--- src/rtl/fx_pkg.sv ---
// Shared definitions for the fx register bus: widths, mod_id field position
// and the arbiter state encoding.
package fx_pkg;

    localparam int FX_AW        = 16;
    localparam int FX_DW        = 8;
    localparam int FX_MODID_MSB = 13;
    localparam int FX_MODID_LSB = 8;

    typedef enum logic [1:0] {
        ST_IDLE  = 2'd0,
        ST_ISSUE = 2'd1,
        ST_WAIT  = 2'd2,
        ST_ACK   = 2'd3
    } fx_arb_state_t;

endpackage

--- src/rtl/fx_rr_pick.sv ---
// Combinational round-robin selector: searches from ptr+1 upward, wrapping
// at NREQ-1, and returns a one-hot grant plus its binary index.
module fx_rr_pick
    import fx_pkg::*;
#(
    parameter int NREQ = 3,
    parameter int IW   = (NREQ > 1) ? $clog2(NREQ) : 1
) (
    input  logic [NREQ-1:0] req,
    input  logic [IW-1:0]   ptr,
    output logic [NREQ-1:0] gnt,
    output logic [IW-1:0]   idx
);

    always_comb begin
        int  c;
        logic found;
        gnt   = '0;
        idx   = '0;
        found = 1'b0;
        c     = 0;
        // k runs 1..NREQ so the current pointer holder is checked last
        for (int k = 1; k <= NREQ; k++) begin
            c = (int'(ptr) + k) % NREQ;
            if (!found && req[c]) begin
                found  = 1'b1;
                gnt[c] = 1'b1;
                idx    = IW'(c);
            end
        end
    end

endmodule

--- src/rtl/fx_bus_arb.sv ---
// Round-robin arbiter/sequencer for the shared fx register bus: one
// single-byte write (3 cycles) or read (4 cycles) per grant.
module fx_bus_arb
    import fx_pkg::*;
#(
    parameter int NREQ = 3
) (
    input  logic                  clk_sys,
    input  logic                  rst,
    input  logic [NREQ-1:0]       req,
    input  logic [NREQ-1:0]       req_we,
    input  logic [FX_AW*NREQ-1:0] req_addr,
    input  logic [FX_DW*NREQ-1:0] req_wdata,
    output logic [NREQ-1:0]       ack,
    output logic [FX_DW-1:0]      rdata,
    output logic [FX_AW-1:0]      fx_waddr,
    output logic                  fx_wr,
    output logic [FX_DW-1:0]      fx_data,
    output logic [FX_AW-1:0]      fx_raddr,
    output logic                  fx_rd,
    input  logic [FX_DW-1:0]      fx_q,
    output logic                  busy
);

    localparam int PW = (NREQ > 1) ? $clog2(NREQ) : 1;

    fx_arb_state_t   state, state_nxt;
    logic [PW-1:0]   ptr, win, pick_idx;
    logic [NREQ-1:0] pick_gnt;
    logic            any_req, lat_we, grant;
    logic            sel_we;
    logic [FX_AW-1:0] sel_addr;
    logic [FX_DW-1:0] sel_wdata;

    fx_rr_pick #(.NREQ(NREQ), .IW(PW)) u_pick (
        .req (req),
        .ptr (ptr),
        .gnt (pick_gnt),
        .idx (pick_idx)
    );

    assign any_req   = |pick_gnt;
    assign grant     = (state == ST_IDLE) && any_req;
    assign sel_we    = req_we[pick_idx];
    assign sel_addr  = req_addr[int'(pick_idx)*FX_AW +: FX_AW];
    assign sel_wdata = req_wdata[int'(pick_idx)*FX_DW +: FX_DW];

    always_ff @(posedge clk_sys or posedge rst) begin
        if (rst) begin
            state <= ST_IDLE;
        end else begin
            state <= state_nxt;
        end
    end

    // Strobes and ack are decoded from state so reset clears them at once
    always_comb begin
        state_nxt = state;
        fx_wr     = 1'b0;
        fx_rd     = 1'b0;
        ack       = '0;
        busy      = (state != ST_IDLE);
        case (state)
            ST_IDLE:  if (any_req) state_nxt = ST_ISSUE;
            ST_ISSUE: begin
                fx_wr     = lat_we;
                fx_rd     = !lat_we;
                state_nxt = lat_we ? ST_ACK : ST_WAIT;
            end
            ST_WAIT:  state_nxt = ST_ACK;
            ST_ACK: begin
                ack[win]  = 1'b1;
                state_nxt = ST_IDLE;
            end
            default:  state_nxt = ST_IDLE;
        endcase
    end

    always_ff @(posedge clk_sys or posedge rst) begin
        if (rst) begin
            ptr      <= PW'(NREQ - 1);
            win      <= '0;
            lat_we   <= 1'b0;
            fx_waddr <= '0;
            fx_raddr <= '0;
            fx_data  <= '0;
            rdata    <= '0;
        end else begin
            if (grant) begin
                ptr    <= pick_idx;
                win    <= pick_idx;
                lat_we <= sel_we;
                // Write and read address ports only move on their own grant type
                if (sel_we) begin
                    fx_waddr <= sel_addr;
                    fx_data  <= sel_wdata;
                end else begin
                    fx_raddr <= sel_addr;
                end
            end
            if (state == ST_WAIT) begin
                rdata <= fx_q;
            end
        end
    end

endmodule

--- config.mk ---
export PLATFORM = sky130hd
export DESIGN_NAME = fx_bus_arb
export DESIGN_NICKNAME = d
export VERILOG_FILES = /design/src/rtl/fx_pkg.sv /design/src/rtl/fx_rr_pick.sv /design/src/rtl/fx_bus_arb.sv
export SDC_FILE = /design/constraint.sdc
export NUM_CORES = 1
export LEC_CHECK = 0
export BUFFER_PORTS_ARGS = -buffer_cell sky130_fd_sc_hd__buf_4
export CAP_MARGIN = 30
export CORE_MARGIN = 2
export CORE_UTILIZATION = 48
export DETAILED_ROUTE_END_ITERATION = 16
export MAX_ROUTING_LAYER = met4
export PLACE_DENSITY_LB_ADDON = 0.2
export SLEW_MARGIN = 20
export SYNTH_ARGS = -nofsm -noshare
export SYNTH_HDL_FRONTEND = slang
export SYNTH_SLANG_ARGS = --single-unit
--- constraint.sdc ---
create_clock -name clk_sys -period 4 [get_ports clk_sys]
set_input_delay 0.4 -clock clk_sys [delete_from_list [all_inputs] [get_ports clk_sys]]
set_output_delay 0.4 -clock clk_sys [all_outputs]
set_load 0.01 [all_outputs]
==> results.toml <==
[worst_setup_path]
cpPeakStageDelay_ns = 0.58
reg2reg_depth = 9
crit_arrival_ns = 3.58
cp-start-kind = "flip-flop"
r2r_end = "fx_waddr[13]$_DFFE_PP0P_"
critical_path_class = "reg2reg"
cp.required_ns = 4.21
cp_max_fo = 25
path_buf_inv = 2
cp-end-kind = "flip-flop"
slowest_stage = "ha_1"
r2r_start = "ptr[0]$_DFFE_PP0P_"
worstPathCellList = "inv_1 -> ha_1 -> mux2i_1 -> nand2b_1 -> a31o_1 -> a21boi_1 -> o311a_2 -> buf_4 -> mux2_2"
path_delay_family = "compound AO/OA/AOI/OAI gates"
r2r_setup_slack_ns = 0.63

[synth]
synth-edff-count = 0
yosys.area_share.adder = 0.03520
ys_types = 48
synthArstFlopShare = 1.000
synth.area.mux_share = 0.1979
ys_warn_count = 0
synth_compound_area_frac = 0.1494
synth_area_leaders = "dfrtp_1, mux2_4, mux2_2"
synth_top_family_by_area = "multiplexers"
ys_seq_elements = 54
yosys.area_share.simple = 0.1427
synth_nets = 391
synth_top_flop_cell = "dfrtp_1"
netlist_area_mm2 = 0.003199
syn_avg_cell_area_um2 = 10.88
seq_area_frac_synth = 0.4228
synth_xor_area_frac = 0
synth_top_area_frac = 0.4145
yosysTopAreaCell = "dfrtp_1"
netlist_instances = 294

[clock_network]
worstSkewPairLatency_ns = 0.31
clk_pin_slew_worst_paths_ns = 0.11
root_buffer = "clkbuf_8"
cts_inserted_buffers = 5
ctsHoldBuffers = 0
h-tree-depth = 2
cts_setup_buffers = 0
post_cts_resize_count = 0
cts_buffer_depth = 2
cts_tree = "built"
cts_sinks = 54

[layout]
area_delta_synth_final_pct = 36.92
nets = 527
layout_common_cells = "buf_4, nand2_1, dfrtp_1, nand3_1, o211ai_1"
diodes = 0
final_area_mm2 = 0.004380
final_util = 0.6859
drive_above_1_share = 0.4919
mostFrequentLayoutCell = "buf_4"

[timing]
rsz0062_at_grt = "no"
max_freq_mhz = 296.8
clock_skew_ns = 0.01018
tightest_slew_ns = 0.5836
setup-violations-final = 0
min_period_ns = 3.369
relSlewSlack = 0.6109
finalSetupTns_ns = 0
finalCritPeriodShare = 0.8422
hold_violations = 0
drv_slew = 0

[drt]
avgRoutedWirePerCell_um = 16.19
via_count = 2748
firstDrtPassIters = 4
drt_iter0_drc = 105
drc_errors = 0
ant_nets = 0
routed_wl_um = 8223
via_per_inst = 5.409

[floorplanning]
core_mm2 = 0.006386
design.die.area_mm2 = 0.007334
num_rows = 29
pin_count = 142
initial_utilization = 0.5010
die_y_um = 85.64
fp.dieW_um = 85.64

[grt]
overflow = 0
grt_max_degree = 35
grt_pass1_wl_um = 13220
grt_pass1_vias = 2763
antenna_found_initial = 0
grt_usage = 0.2333

[run_status]
status = "finished, final reports clean"

[placed_design]
port_buffers = 141
routabilityCongestion = 0.8583
placed_area_mm2 = 0.004287
hpwl_um = 6325

[pwr]
power_leakage_nw = 2.113
peakVddDrop_mv = 0.5247
p_per_area_mw_per_mm2 = 942.6

[hold_path]
hold_path.class = "in2async"

[run]
maxCapViolations = 0
## through the flow
| stage | total power [mW] | worst slack (ns) | hold WS, ns | cells |
|---|---|---|---|---|
| 6_report | 4.129 | 0.6312 | 0.09152 | 508 |
| 5_1_grt | 4.436 | 0.4008 | 0.1134 | 508 |
| 3_3_place_gp | 3.762 | 0.7804 | 0.4332 | 500 |
| 4_1_cts | 4.152 | 0.6270 | 0.1002 | 508 |
| 2_1_floorplan | 2.947 | 1.246 | 0.4640 | 294 |
| 3_5_place_dp | 3.833 | 0.6292 | 0.4453 | 500 |
## state kept, by name (all words and copies together) (netlist names)
register / flops
state: 2
fx_waddr: 16
rdata: 8
fx_raddr: 16
fx_data: 8
win: 1
ptr: 2
lat_we: 1
## Yosys cell counts, types with 2 or more instances
cell type / count
o31a_1: 2
o211ai_1: 25
nand2b_1: 3
nand2_1: 54
mux2_4: 19
o21ai_0: 7
nand3_1: 25
buf_6: 6
or3_1: 2
nor2b_1: 2
inv_1: 8
mux2_1: 10
and2_1: 2
buf_2: 4
clkbuf_1: 9
buf_4: 2
mux2_2: 20
dfrtp_1: 53
nor3b_1: 2
o21ai_1: 3
ha_1: 9
## per-layer routing
metal | vias up | global-route usage | routed length (µm)
li1 | 1313 | - | -
met1 | 1317 | 0.2973 | 3532
met2 | 104 | 0.3871 | 4056
met3 | 14 | 0.04139 | 466
met4 | 0 | 0.06061 | 167
met5 | - | - | 0
## power breakdown
| part | total [mW] | internal, mW | switching (mW) |
|---|---|---|---|
| clock | 0.316 | 0.127 | 0.189 |
| sequential | 1.00 | 0.835 | 0.169 |
| combinational | 2.81 | 1.35 | 1.46 |
## worst max path at each step
stage | to | depth (start not counted) | startpoint | slack (ns)
after floorplan | fx_raddr[10]$_DFFE_PP0P_ | 10 | ptr[0]$_DFFE_PP0P_ | 1.25
after global placement | fx_raddr[8]$_DFFE_PP0P_ | 10 | ptr[0]$_DFFE_PP0P_ | 0.78
after detailed placement | fx_waddr[13]$_DFFE_PP0P_ | 9 | ptr[0]$_DFFE_PP0P_ | 0.63
after CTS | fx_waddr[13]$_DFFE_PP0P_ | 9 | ptr[0]$_DFFE_PP0P_ | 0.63
after global routing | fx_waddr[14]$_DFFE_PP0P_ | 9 | ptr[0]$_DFFE_PP0P_ | 0.40
final | fx_waddr[13]$_DFFE_PP0P_ | 9 | ptr[0]$_DFFE_PP0P_ | 0.63
## kinds of logic (layout without fill, tap and decap cells)
family,after synthesis,count (layout)
adder cells (fa/ha/maj),9,9
multiplexers,50,50
AND/OR/NAND/NOR,97,97
flip-flops,54,54
AO/OA/AOI/OAI,55,55
buffers and inverters,29,166
## final cells by class
class                           count  area (µm²)
Fill cell                         495        2006
Clock buffer                        5       68.82
Timing Repair Buffer              150        1126
Inverter                            8       30.03
Tap cell                           77       96.34
Multi-Input combinational cell    211        1682
Clock inverter                      3       25.02
Sequential cell                    54        1353
No activity file was read; power rests on OpenSTA's default activity.
